## src/rtl/skid_pkg.sv

```systemverilog
// Shared sizing and pointer helpers for skid_fifo and its storage array.
package skid_pkg;

   // Bits needed to hold an occupancy value in 0..depth.
   function automatic int unsigned cnt_w(input int unsigned depth);
      return $clog2(depth + 1);
   endfunction

   // Bits needed to address depth entries (at least one bit).
   function automatic int unsigned ptr_w(input int unsigned depth);
      return (depth < 2) ? 1 : $clog2(depth);
   endfunction

   // Advance a pointer, wrapping from depth-1 back to 0 for any depth.
   function automatic int unsigned ptr_inc(input int unsigned ptr, input int unsigned depth);
      return (ptr >= depth - 1) ? 0 : ptr + 1;
   endfunction

endpackage

```

## src/rtl/skid_mem.sv

```systemverilog
// WIDTH x DEPTH register array: one synchronous write port, one asynchronous read.
// Ports:
//   clk            write clock
//   we/waddr/wdata write enable, address and data
//   raddr/rdata    combinational read address and data
// Contents are deliberately not reset.
module skid_mem import skid_pkg::*; #(
   parameter int unsigned WIDTH = 8,
   parameter int unsigned DEPTH = 4,
   parameter int unsigned AW    = ptr_w(DEPTH)
) (
   input  logic             clk,
   input  logic             we,
   input  logic [AW-1:0]    waddr,
   input  logic [WIDTH-1:0] wdata,
   input  logic [AW-1:0]    raddr,
   output logic [WIDTH-1:0] rdata
);

   logic [WIDTH-1:0] mem_q [DEPTH];

   // Write port.
   always_ff @(posedge clk) begin
      if (we) begin
         mem_q[waddr] <= wdata;
      end
   end

   // Read port.
   assign rdata = mem_q[raddr];

endmodule

```

## src/rtl/skid_fifo.sv

```systemverilog
// Elastic valid/ready buffer with DEPTH entries, optional zero-latency bypass
// when empty, occupancy/almost-full reporting and synchronous flush.
// Ports:
//   clk, arst_n           clock, asynchronous active-low reset
//   i_valid, in, o_ready  producer side (o_ready registered)
//   o_valid, out, i_ready consumer side (combinational in bypass mode)
//   flush                 discard all stored data this cycle
//   count, almost_full    stored entries and count >= AF_LEVEL (registered)
module skid_fifo import skid_pkg::*; #(
   parameter int unsigned WIDTH    = 8,
   parameter int unsigned DEPTH    = 4,
   parameter int unsigned BYPASS   = 1,
   parameter int unsigned AF_LEVEL = DEPTH - 1
) (
   input  logic                      clk,
   input  logic                      arst_n,
   input  logic                      i_valid,
   output logic                      o_ready,
   input  logic [WIDTH-1:0]          in,
   output logic                      o_valid,
   input  logic                      i_ready,
   output logic [WIDTH-1:0]          out,
   input  logic                      flush,
   output logic [cnt_w(DEPTH)-1:0]   count,
   output logic                      almost_full
);

   localparam int unsigned CW = cnt_w(DEPTH);
   localparam int unsigned PW = ptr_w(DEPTH);

   logic [PW-1:0]    wr_ptr_q, wr_ptr_d;
   logic [PW-1:0]    rd_ptr_q, rd_ptr_d;
   logic [CW-1:0]    count_q, count_d;
   logic             o_ready_q, o_ready_d;
   logic             almost_full_q, almost_full_d;

   logic             bypass_path;
   logic             push;
   logic             pop;
   logic             store;
   logic             pop_from_store;
   logic [WIDTH-1:0] rdata;

   skid_mem #(
      .WIDTH (WIDTH),
      .DEPTH (DEPTH),
      .AW    (PW)
   ) u_mem (
      .clk   (clk),
      .we    (store),
      .waddr (wr_ptr_q),
      .wdata (in),
      .raddr (rd_ptr_q),
      .rdata (rdata)
   );

   // Handshake decode and output muxing.
   always_comb begin
      bypass_path    = 1'b0;
      o_valid        = 1'b0;
      out            = '0;
      push           = 1'b0;
      pop            = 1'b0;
      store          = 1'b0;
      pop_from_store = 1'b0;

      bypass_path = (BYPASS != 0) && (count_q == '0);

      // In bypass the offered word is only valid to the consumer once the
      // buffer itself is ready, so nothing escapes during reset.
      if (!flush) begin
         if (bypass_path) begin
            o_valid = i_valid && o_ready_q;
         end else begin
            o_valid = (count_q != '0);
         end
      end

      if (o_valid) begin
         out = bypass_path ? in : rdata;
      end

      push           = i_valid && o_ready_q && !flush;
      pop            = o_valid && i_ready;
      // A bypassed word consumed in the same cycle never touches storage.
      store          = push && !(bypass_path && i_ready);
      pop_from_store = pop && !bypass_path;
   end

   // Next-state for pointers, occupancy and flags.
   always_comb begin
      wr_ptr_d      = wr_ptr_q;
      rd_ptr_d      = rd_ptr_q;
      count_d       = count_q;
      o_ready_d     = o_ready_q;
      almost_full_d = almost_full_q;

      if (flush) begin
         wr_ptr_d = '0;
         rd_ptr_d = '0;
         count_d  = '0;
      end else begin
         if (store) begin
            wr_ptr_d = PW'(ptr_inc(32'(wr_ptr_q), DEPTH));
         end
         if (pop_from_store) begin
            rd_ptr_d = PW'(ptr_inc(32'(rd_ptr_q), DEPTH));
         end
         count_d = count_q + CW'(store) - CW'(pop_from_store);
      end

      o_ready_d     = flush || (count_d < CW'(DEPTH));
      almost_full_d = !flush && (count_d >= CW'(AF_LEVEL));
   end

   // State registers.
   always_ff @(posedge clk or negedge arst_n) begin
      if (!arst_n) begin
         wr_ptr_q      <= '0;
         rd_ptr_q      <= '0;
         count_q       <= '0;
         o_ready_q     <= 1'b0;
         almost_full_q <= 1'b0;
      end else begin
         wr_ptr_q      <= wr_ptr_d;
         rd_ptr_q      <= rd_ptr_d;
         count_q       <= count_d;
         o_ready_q     <= o_ready_d;
         almost_full_q <= almost_full_d;
      end
   end

   assign o_ready     = o_ready_q;
   assign almost_full = almost_full_q;
   assign count       = count_q;

   // Protocol checks.
   a_no_push_full : assert property (@(posedge clk) disable iff (!arst_n)
      !(push && (count_q == CW'(DEPTH))));

   a_no_pop_invalid : assert property (@(posedge clk) disable iff (!arst_n)
      !(pop && !o_valid));

   a_out_stable : assert property (@(posedge clk) disable iff (!arst_n)
      (o_valid && !i_ready && !flush) |=> (flush || $stable(out)));

endmodule

```

## config.mk

```make
export PLATFORM = sky130hd
export DESIGN_NAME = skid_fifo
export DESIGN_NICKNAME = d
export VERILOG_FILES = /design/src/rtl/skid_pkg.sv /design/src/rtl/skid_mem.sv /design/src/rtl/skid_fifo.sv
export SDC_FILE = /design/constraint.sdc
export NUM_CORES = 1
export LEC_CHECK = 0
export CAP_MARGIN = 10
export CORE_ASPECT_RATIO = 0.75
export CORE_MARGIN = 8
export CORE_UTILIZATION = 45
export CTS_CLUSTER_SIZE = 25
export DETAILED_ROUTE_END_ITERATION = 10
export PLACE_DENSITY = 0.68
export SLEW_MARGIN = 20
export SYNTH_ARGS = -nofsm -noshare
export SYNTH_HDL_FRONTEND = slang
export SYNTH_SLANG_ARGS = --single-unit
```

## constraint.sdc

```tcl
create_clock -name clk -period 3.5 [get_ports clk]
set_input_delay 0.7 -clock clk [delete_from_list [all_inputs] [get_ports clk]]
set_output_delay 0.7 -clock clk [all_outputs]
set_load 0.005 [all_outputs]
```

* Word level (Yosys, flattened, before mapping)
Memories as Yosys holds them, arrays and structs flattened. Index checks and enable logic that the tools add are counted. Widths: inputs -> output; s select.
Word-level totals: register bits 9, bits in writable memories 32, input port bits 13, logic and storage cells 42, memories kept 1
Cells by class: $add $sub $neg 4, $lt $le $gt $ge 4, multiplexer cells 13, reductions and logical operators 15
Memories:
- u_mem.mem_q | words 4, bits a word 8, rd ports 1, clocked after memory_dff 0, write ports 1, line skid_mem.sv:20 | logic [WIDTH-1:0] mem_q [DEPTH];
Operators with widths (count):
- $mux 8 | 2
- $mux 2 | 6
- $logic_and 1x1->1 | 7
- $add 2x1->2 const B | 2
- $ge 2x2->1 const B | 2
- $mux 1 | 4
- $reduce_bool 2->1 | 2
- $add 3x1->3 | 1
- $ge 3x2->1 const B | 1
- $logic_not 1->1 | 3
- $logic_not 3->1 | 1
- $lt 3x3->1 const B | 1
- $mux 3 | 1
- $reduce_bool 3->1 | 1
- $sub 3x1->3 | 1
- $logic_or 1x1->1 | 1

* Depth between registers and ports, before layout
Gate-level depths: netlist (run 1).
word-level depth 9, depth in mapped cells 12

* Hierarchy
Synthesis (run 1) repeated with hierarchy kept, for this count alone.
Unflattened totals: cells, all modules 118, area total of the unflattened synthesis 1801.7 um^2
By module, submodules not included:
- skid_mem | times used 1, cells each 46, area each 1188.6 um^2, seq. area each 960.9 um^2
- skid_fifo | times used 1, cells each 72, area each 613.1 um^2, seq. area each 225.2 um^2

* Worst setup path before layout (run 1)
Ideal clock, no wire load.
kind input to register, from in flush, to reg almost_full_q, in the netlist almost_full, data arrival time 2508 ps, required time 3382 ps, setup slack 874 ps, cell stages on the path 12, path buffers 1, cells stage by stage clkbuf_8 -> nand3b_4 -> a21oi_2 -> inv_1 -> ha_1 -> inv_1 -> ha_1 -> inv_1 -> fa_1 -> xnor3_1 -> nor2_2 -> a21o_1
Between the ends: cells in the longest elaborated chain, start to end 8, elaborated cells on any way between the ends 11
RTL lines:
- from (decl) | line skid_fifo.sv:23 | input logic flush,
- $logic_not 1->1 | line skid_fifo.sv:83 | push = i_valid && o_ready_q && !flush;
- $logic_and 1x1->1 | line skid_fifo.sv:83
- $logic_and 1x1->1 | line skid_fifo.sv:86 | store = push && !(bypass_path && i_ready);
- $add 3x1->3 | line skid_fifo.sv:109 | count_d = count_q + CW'(store) - CW'(pop_from_store);
- $sub 3x1->3 | line skid_fifo.sv:109
- $mux 3 * | line skid_fifo.sv:98 | if (flush) begin
- via count_d[2] | line skid_fifo.sv:33 | logic [CW-1:0] count_q, count_d;
- $ge 3x2->1 * | line skid_fifo.sv:113 | almost_full_d = !flush && (count_d >= CW'(AF_LEVEL));
- $logic_and 1x1->1 * | line skid_fifo.sv:113
- via almost_full_d | line skid_fifo.sv:35 | logic almost_full_q, almost_full_d;
- to (signal assigned) | line skid_fifo.sv:129 | almost_full_q <= almost_full_d;
- to (decl) | line skid_fifo.sv:35
Mark *: on every way through the listed nets, which the timed path passes. The rest lies on a longest branch. A chain may end at the register's enable or synchronous reset.

* Worst setup path in the final report (run 1)
from in flush, to out out[1]
Between the ends: cells in the longest elaborated chain, start to end 2
RTL lines:
- $mux 1 | line skid_fifo.sv:71 | if (!flush) begin
- $mux 8 | line skid_fifo.sv:79 | if (o_valid) begin
- to (decl) | line skid_fifo.sv:22 | output logic [WIDTH-1:0] out,
No other way between the ends.

==> reports/qor.csv, run 1 <==
stage;metric;value;unit
status;status;finished, final reports clean;
route;drtIter0Drc;50;
setup_path;critical_path_arrival;2430;ps
timing;slew_viol_final;0;
die;core-area;3980;sq um
global_routing;grt-ovfl-total;0;
timing;rsz0062_at_grt;false;
timing;timing.hold.ws;696;ps
route;drt.antenna.violating_nets;0;
cells_and_area;syn_to_final_growth;23.0;%
place;gp_congestion;0.704;
global_routing;grt_pass1_wl;5.47;mm
cts;h-tree-depth;2;
cells_and_area;fin_nets;159;
timing;fin_crit;3130;ps
die;dieArea;6400;sq um
cells_and_area;diodes;0;
timing;fin_crit_sh;0.893;
setup_path;cp-end-kind;output pin;
place;numPortBuffers;26;
timing;setup_viol;0;
cells_and_area;fin_util;0.568;
die;rows;20;
setup_path;path_class;input port to output pin;
timing;fin_worst_skew;8.34;ps
cts;post_cts_resize_count;0;
flow_run;drv_cap;0;
synthesis;async_flop_share;0.220;
route;first_pass_iters;4;
min_path;hold_class;flop to flop;
cells_and_area;fillers;315;
cts;cts_tree;yes;
timing;fmax;320;MHz
route;vias_per_cell;5.17;
cts;cts.sinks;41;
synthesis;synth-edff-count;32;
cts;clk_latency;300;ps
route;drc;0;
synthesis;ys_ff_latch;41;
synthesis;syn_area;1840;sq um
global_routing;grt_max_degree;13;
cells_and_area;layout-drive-gt1-share;0.181;
timing;tightest_slew;609;ps
synthesis;ys.warnings.count;0;
timing;hold_viol;0;
cts;cts_setup_buffers;0;
synthesis;ys_types;27;
cells_and_area;final_common_cell;edfxtp_1;
global_routing;grt_antenna_before_repair;0;
synthesis;syn_nets;127;
route;postRouteWirelength;3.38;mm
cts;cts.clk_slew.worst_paths;70;ps
cts;clock_path_buffers;2;
setup_path;cp_max_fo;6;
die;die-height;71.3;um
cts;numCtsBuffers;5;
route;vias;997;
power_and_ir_drop;total_power;1.46;mW
die;die_width;89.7;um
power_and_ir_drop;irDropWorstVdd;0.313;mV
cells_and_area;final_cell_mix;edfxtp_1 (32), clkdlybuf4s50_1 (26), dfrtp_1 (9);
setup_path;crit_required;2800;ps
timing;relSlewSlack;0.594;
synthesis;avgSynthCellArea;17.3;sq um
synthesis;ys_seq_area_frac;0.646;
place;dpl.hpwl;2.43;mm
setup_path;cp-start-kind;input port;
global_routing;grt.total_usage;0.111;
synthesis;syn_inst;106;
timing;tns;0;ps
die;start_util;0.461;
cts;ctsHoldBuffers;0;
synthesis;ys.flop_type;edfxtp_1;
global_routing;grt_pass1_vias;1070;
power_and_ir_drop;pwr_density_cell;646;nW/um^2
power_and_ir_drop;p_leak;0.838;nW
route;wire_per_inst;17.5;um
setup_path;r2r_slack;970;ps
cts;cts_root_buffer;clkbuf_8;
die;io_pins;27;
[final cells by class]
type                       instances  area, sq um  area share
clock buffer                       5         68.8      0.0305
clock inverter                     2         35.0      0.0155
inverter                           8         30.0      0.0133
multi-input combinational         54          594       0.263
sequential                        41         1190       0.525
tap                               55         68.8      0.0305
timing repair buffer              28          275       0.122
[flip-flops by register name (all words and copies together), names as in the netlist]
signal and cells:
count 3, wr_ptr_q 2, rd_ptr_q 2, almost_full 1
o_ready 1, u_mem.mem_q 32
[worst max-delay path, stage by stage]
cell	delay [ps]
clkdlybuf4s50_1	450
nand3b_4	210
nor4_4	350
a22o_1	220
clkdlybuf4s50_1	500
[metrics by stage]
step,worst slack (ps),cell area (sq um),std cells
2_1_floorplan,874,1840,106
3_3_place_gp,358,2150,186
3_5_place_dp,345,2150,186
4_1_cts,345,2260,193
5_1_grt,296,2260,193
6_report,373,2260,193
[synth_stat cells, types with 2 or more instances]
cell type  instances  area (sq um)
nor2_2             2          12.5
and2_1             5          31.3
mux4_2             8           180
inv_1              8          30.0
nor2_1             7          26.3
nand2_1            2          7.51
a21oi_1            2          10.0
o22a_1             2          17.5
mux2_2             2          22.5
a22o_1             6          52.6
ha_1               7          87.6
edfxtp_1          32           961
dfrtp_1            9           225
[kinds of logic (layout without fill, tap and decap cells)]
| kind of cell | count (synthesis) | in the layout | synth area share |
|---|---|---|---|
| DFF | 41 | 41 | 0.646 |
| and+or+nand+nor | 21 | 21 | 0.0804 |
| AOI/OAI and AO/OA | 13 | 13 | 0.0566 |
| muxes | 11 | 11 | 0.116 |
| buffers and inverters | 11 | 43 | 0.0300 |
| adders and majority gates | 8 | 8 | 0.0586 |
| xor gates and xnor gates | 1 | 1 | 0.0123 |
[metal layers]
layer	vias to the layer above	part of all wire	global-route usage
li1	463	-	-
met4	0	0.017	0.0617
met2	17	0.47	0.171
met5	-	0	0
met3	5	0.040	0.0376
met1	512	0.47	0.135
[final timing paths]
path	start	to	cells after the start
setup / recovery	flush	out[1]	5
min in group asynchronous	arst_n	wr_ptr_q[0]$_DFFE_PN0P_	1
max in group asynchronous	arst_n	wr_ptr_q[1]$_DFFE_PN0P_	1
setup reg to reg	count[1]$_DFF_PN0_	almost_full$_DFF_PN0_	11
hold reg to reg	wr_ptr_q[0]$_DFFE_PN0P_	wr_ptr_q[0]$_DFFE_PN0P_	2
hold / removal	wr_ptr_q[0]$_DFFE_PN0P_	wr_ptr_q[0]$_DFFE_PN0P_	2
[where the power goes]
part	switching, mW	leakage (nW)	total (mW)	internal, mW
Combinational	0.171	0.377	0.441	0.270
Sequential	0.0720	0.407	0.650	0.578
Clock	0.160	0.0540	0.368	0.207
Total	0.403	0.838	1.46	1.05
Note: power is estimated with default switching activity, not from simulation.
==> run 2: changes to the inputs <==
- ABC_CLOCK_PERIOD_IN_PS: unset -> 3500
- CORE_MARGIN: 8 -> 1.5
- SETUP_SLACK_MARGIN: unset -> 0.1
==> reports/qor.csv, run 2 (synthesis gave the netlist of run 1 again) <==
stage;metric;value;unit;change
status;status;finished, final reports clean;;unchanged
timing;postLayoutSetupSlackWorst;313;ps;was 373 ps
cells_and_area;final_cell_mix;edfxtp_1 (32), clkdlybuf4s50_1 (26), dfrtp_1 (9);;unchanged
timing;tightest_slew;597;ps;was 609 ps
cts;clock_path_buffers;2;;unchanged
setup_path;timing.critical_path.mode_cell;clkdlybuf4s50_1;;unchanged
cts;cts_tree;yes;;unchanged
route;vias_per_cell;5.10;;was 5.17
die;dieArea;4480;sq um;was 6400 sq um
setup_path;cp_max_fo;6;;unchanged
setup_path;cp-end-kind;output pin;;unchanged
die;io_pins;27;;unchanged
timing;hold_viol;0;;unchanged
power_and_ir_drop;irDropWorstVdd;0.347;mV;was 0.313 mV
setup_path;crit_chain;clkdlybuf4s50_1 -> nand3b_4 -> nor4_4 -> a22o_1 -> clkdlybuf4s50_1;;unchanged
power_and_ir_drop;p_clk_frac;0.249;;was 0.252
power_and_ir_drop;p_leak;0.837;nW;was 0.838 nW
global_routing;grt_antenna_before_repair;0;;unchanged
cells_and_area;final_cells;191;;was 193
global_routing;grt_pass1_vias;1031;;was 1070
global_routing;grt.total_usage;0.168;;was 0.111
flow_run;drv_cap;0;;unchanged
setup_path;critPathTopFamily;buffers and inverters;;unchanged
setup_path;critPathBufInv;2;;unchanged
timing;relSlewSlack;0.602;;was 0.594
cts;numCtsBuffers;5;;unchanged
timing;fin_crit_sh;0.911;;was 0.893
route;drt.antenna.violating_nets;0;;unchanged
die;core-area;3780;sq um;was 3980 sq um
route;first_pass_iters;4;;unchanged
min_path;hold_class;flop to flop;;unchanged
cells_and_area;largest_register_ffs;32;;unchanged
global_routing;grt-ovfl-total;0;;unchanged
place;gp_congestion;0.869;;was 0.704
cells_and_area;fillers;283;;was 315
timing;slew_viol_final;0;;unchanged
place;placedCellCount;183;;was 186
setup_path;slowest_delay;500;ps;about the same
power_and_ir_drop;pwr_density_cell;648;nW/um^2;was 646 nW/um^2
route;vias;975;;was 997
die;rows;19;;was 20
global_routing;grt_pass1_wl;5.40;mm;was 5.47 mm
place;pre_cts_ws;348;ps;was 345 ps
place;numPortBuffers;26;;unchanged
cts;cts.clk_slew.worst_paths;70;ps;about the same
die;die-height;58.3;um;was 71.3 um
setup_path;slowest_stage;clkdlybuf4s50_1;;unchanged
cts;ctsHoldBuffers;0;;unchanged
cells_and_area;fin_nets;159;;unchanged
global_routing;grt_max_degree;13;;unchanged
cells_and_area;regMostFlops;u_mem.mem_q;;unchanged
timing;setup_viol;0;;unchanged
cells_and_area;syn_to_final_growth;23.0;%;about the same
setup_path;cp-start-kind;input port;;unchanged
power_and_ir_drop;combPwrFrac;0.306;;was 0.302
setup_path;path_class;input port to output pin;;unchanged
die;start_util;0.486;;was 0.461
route;drtIter0Drc;63;;was 50
setup_path;critical_path_arrival;2490;ps;was 2430 ps
cts;cts.sinks;41;;unchanged
cells_and_area;diodes;0;;unchanged
power_and_ir_drop;p_switching;0.403;mW;about the same
cells_and_area;final_common_cell;edfxtp_1;;unchanged
cells_and_area;fin_util;0.597;;was 0.568
place;dpl.hpwl;2.36;mm;was 2.43 mm
cts;cts_root_buffer;clkbuf_8;;unchanged
power_and_ir_drop;swShare;0.276;;was 0.277
timing;fin_worst_skew;8.36;ps;was 8.34 ps
power_and_ir_drop;total_power;1.46;mW;about the same
cells_and_area;layout-drive-gt1-share;0.173;;was 0.181
cts;post_cts_resize_count;0;;unchanged
power_and_ir_drop;p_seq_frac;0.446;;about the same
place;placed_area;2150;sq um;about the same
cts;h-tree-depth;2;;unchanged
timing;fin_crit;3190;ps;was 3130 ps
timing;fmax;314;MHz;was 320 MHz
route;wire_per_inst;17.5;um;about the same
timing;rsz0062_at_grt;false;;unchanged
power_and_ir_drop;p_int;1.06;mW;was 1.05 mW
cells_and_area;final_area;2260;sq um;about the same
setup_path;crit_required;2800;ps;about the same
timing;tns;0;ps;unchanged
timing;timing.hold.ws;684;ps;was 696 ps
cts;cts_setup_buffers;0;;unchanged
die;die_width;76.7;um;was 89.7 um
cts;clk_latency;290;ps;was 300 ps
route;drc;0;;unchanged
route;postRouteWirelength;3.35;mm;was 3.38 mm
-- run 2: changes by cell type in the layout (fill, tap and decap cells not counted), sizes merged --
cell    previous run  this run
clkbuf             5         6
-- run 2: layout make-up --
type / count / area, sq um / area share
inverter: 8 / 30.0 / 0.0133
sequential: 41 / 1190 / 0.526
clock inverter: 2 / 33.8 / 0.0150
timing repair buffer: 28 / 275 / 0.122
tap: 52 / 65.1 / 0.0288
multi-input combinational: 54 / 594 / 0.263
clock buffer: 6 / 72.6 / 0.0322
-- run 2: final timing paths --
kind | cells past startpoint | slack (ps) | start | to
setup / recovery | 5 | 310 | flush | out[7]
hold / removal | 2 | 680 | wr_ptr_q[0]$_DFFE_PN0P_ | wr_ptr_q[0]$_DFFE_PN0P_
setup reg to reg | 11 | 1050 | count[1]$_DFF_PN0_ | almost_full$_DFF_PN0_
hold reg to reg | 2 | 680 | wr_ptr_q[0]$_DFFE_PN0P_ | wr_ptr_q[0]$_DFFE_PN0P_
max in group asynchronous | 1 | 2460 | arst_n | wr_ptr_q[0]$_DFFE_PN0P_
min in group asynchronous | 1 | 720 | arst_n | rd_ptr_q[0]$_DFFE_PN0P_
-- run 2: routing by layer --
metal  GRT usage  up-vias  routed length [um]
li1            -      467                   -
met3      0.0419        4                  99
met1       0.217      491                1540
met2       0.273       13                1680
met5           0        -                   0
met4      0.0794        0                  36
-- run 2: power groups by stage --
stage	registers (mW)	logic, mW	clock network [mW]
2_1_floorplan	0.632	0.280	0
3_3_place_gp	0.662	0.439	0
3_5_place_dp	0.666	0.448	0
4_1_cts	0.656	0.451	0.368
5_1_grt	0.666	0.489	0.386
6_report	0.653	0.447	0.364
-- run 2: worst register-to-register path, stage by stage, from the launching register on --
cell	delay [ps]
dfrtp_1	510
nor3_4	310
nor2_2	60
and2_1	160
ha_1	280
inv_1	50
ha_1	130
inv_1	50
fa_1	360
xnor3_1	240
nor2_2	50
a21o_1	150
==> run 3: changes to the inputs <==
- ABC_CLOCK_PERIOD_IN_PS: 3500 -> 3050
- clock period: 3.5 -> 3.05 ns (I/O delays scaled with it)
==> reports/qor.csv, run 3 (synthesis gave the netlist of run 1 again) <==
stage;metric;value;unit;change
status;status;finished, final reports clean;;unchanged
route;drc;0;;unchanged
setup_path;crit_required;2440;ps;was 2800 ps
place;dpl.hpwl;2.40;mm;was 2.36 mm
power_and_ir_drop;p_int;1.23;mW;was 1.06 mW
die;core-area;3780;sq um;unchanged
timing;hold_viol;0;;unchanged
die;die_width;76.7;um;unchanged
min_path;hold_class;input port to async pin;;was flop to flop
cells_and_area;register_area;1190;sq um;about the same
power_and_ir_drop;swShare;0.273;;was 0.276
setup_path;slowest_delay;490;ps;was 500 ps
global_routing;grt_antenna_before_repair;0;;unchanged
timing;fmax;364;MHz;
power_and_ir_drop;p_seq_frac;0.445;;was 0.446
route;vias_per_cell;5.06;;was 5.10
cells_and_area;regMostFlops;u_mem.mem_q;;unchanged
setup_path;cp-start-kind;input port;;unchanged
setup_path;cp_max_fo;6;;unchanged
cells_and_area;final_common_cell;edfxtp_1;;unchanged
cts;clock_path_buffers;2;;unchanged
timing;slew_viol_final;0;;unchanged
timing;tightest_slew;473;ps;was 597 ps
setup_path;slowest_stage;clkdlybuf4s50_1;;unchanged
cts;cts.clk_slew.worst_paths;70;ps;about the same
cts;clk_latency;280;ps;was 290 ps
timing;setup_viol;0;;unchanged
power_and_ir_drop;irDropWorstVdd;0.411;mV;was 0.347 mV
route;vias;977;;was 975
route;postRouteWirelength;3.30;mm;was 3.35 mm
timing;fin_worst_skew;5.92;ps;was 8.36 ps
place;gp_congestion;0.854;;was 0.869
power_and_ir_drop;pwr_density_cell;739;nW/um^2;was 648 nW/um^2
timing;relSlewSlack;0.685;;was 0.602
setup_path;critical_path_arrival;2140;ps;was 2490 ps
cells_and_area;multi_input_area;594;sq um;unchanged
global_routing;grt-ovfl-total;0;;unchanged
cells_and_area;final_cells;193;;was 191
cells_and_area;largest_register_ffs;32;;unchanged
cts;cts.sinks;41;;unchanged
route;wire_per_inst;17.1;um;was 17.5 um
route;first_pass_iters;4;;unchanged
power_and_ir_drop;combPwrFrac;0.309;;was 0.306
cts;h-tree-depth;2;;unchanged
flow_run;drv_cap;0;;unchanged
global_routing;grt_max_degree;13;;unchanged
global_routing;grt.total_usage;0.160;;was 0.168
cells_and_area;layout-drive-gt1-share;0.191;;was 0.173
cells_and_area;fin_nets;161;;was 159
cells_and_area;fillers;310;;was 283
cts;cts_tree;yes;;unchanged
place;numPortBuffers;26;;unchanged
setup_path;crit_chain;dlygate4sd2_1 -> nand3b_4 -> nor4_4 -> buf_6 -> a22o_1 -> clkdlybuf4s50_1;;was clkdlybuf4s50_1 -> nand3b_4 -> nor4_4 -> a22o_1 -> clkdlybuf4s50_1
power_and_ir_drop;p_switching;0.459;mW;was 0.403 mW
cells_and_area;final_cell_mix;edfxtp_1 (32), clkdlybuf4s50_1 (24), inv_1 (8), mux4_2 (8), dfrtp_1 (8);;was edfxtp_1 (32), clkdlybuf4s50_1 (26), dfrtp_1 (9)
cts;numCtsBuffers;5;;unchanged
timing;fin_crit;2750;ps;
die;start_util;0.486;;unchanged
place;placedCellCount;184;;was 183
cts;cts_root_buffer;clkbuf_8;;unchanged
setup_path;path_class;input port to output pin;;unchanged
timing;fin_crit_sh;0.900;;
die;rows;19;;unchanged
cells_and_area;syn_to_final_growth;24.1;%;was 23.0%
global_routing;grt_pass1_wl;5.11;mm;was 5.40 mm
power_and_ir_drop;p_leak;0.857;nW;was 0.837 nW
die;die-height;58.3;um;unchanged
die;dieArea;4480;sq um;unchanged
timing;tns;0;ps;unchanged
power_and_ir_drop;p_clk_frac;0.246;;was 0.249
route;drtIter0Drc;63;;unchanged
setup_path;cp-end-kind;output pin;;unchanged
timing;rsz0062_at_grt;false;;unchanged
route;drt.antenna.violating_nets;0;;unchanged
die;io_pins;27;;unchanged
cells_and_area;diodes;0;;unchanged
global_routing;grt_pass1_vias;970;;was 1031
timing;timing.hold.ws;639;ps;was 684 ps
run 3: power by group through the flow:
stage	sequential, mW	combinational, mW	clock [mW]
after floorplan	0.726	0.321	0
after global placement	0.761	0.507	0
after detailed placement	0.763	0.519	0
after CTS	0.751	0.524	0.419
after global routing	0.761	0.568	0.443
final	0.750	0.520	0.415
run 3: critical path: cells and delay by family:
kind	cells	cell delay, ps
buffers and inverters	3	940
and+or+nand+nor	2	440
AOI/OAI and AO/OA	1	140
run 3: stage by stage:
step           setup slack [ps]  cell area (sq um)   util  power (mW)
4_1_cts                     136               2270  0.601        1.69
3_3_place_gp               15.7               2160  0.571        1.27
3_5_place_dp              -14.4               2160  0.571        1.28
6_report                    305               2280  0.603        1.68
5_1_grt                     244               2280  0.603        1.77
2_1_floorplan               514               1840      -        1.05
run 3: area by class of cell:
cell class | count | area share
flip-flops and latches | 41 | 0.521
multi-input cells | 54 | 0.261
repair buffers | 30 | 0.130
clock buffers | 6 | 0.0319
well taps | 52 | 0.0286
clock inverters | 2 | 0.0148
inverters | 8 | 0.0132
run 3: final timing paths:
kind                                    startpoint  depth (start not counted)  slack [ps]                       to
max in group asynchronous                   arst_n                          1        2070  rd_ptr_q[0]$_DFFE_PN0P_
max                                          flush                          6         300                   out[3]
min in group clk           wr_ptr_q[0]$_DFFE_PN0P_                          2         680  wr_ptr_q[0]$_DFFE_PN0P_
min                                         arst_n                          1         640       count[0]$_DFF_PN0_
min reg2reg                wr_ptr_q[0]$_DFFE_PN0P_                          2         680  wr_ptr_q[0]$_DFFE_PN0P_
max reg2reg                     count[1]$_DFF_PN0_                         11         570    almost_full$_DFF_PN0_
run 3: what timing repair did:
| action | CTS | global route |
|---|---|---|
| pin swaps | 1 | 0 |
| gates resized for setup | 1 | 3 |
| buffers inserted | 1 | 0 |
| endpoints found under the setup margin | 6 | 8 |
| hold buffers | 0 | 0 |
run 3: routing by layer:
layer,up-vias,wire length [um],track usage
li1,470,-,-
met1,480,1590,0.227
met2,22,1540,0.240
met3,5,138,0.0481
met4,0,33,0.0556
met5,-,0,0
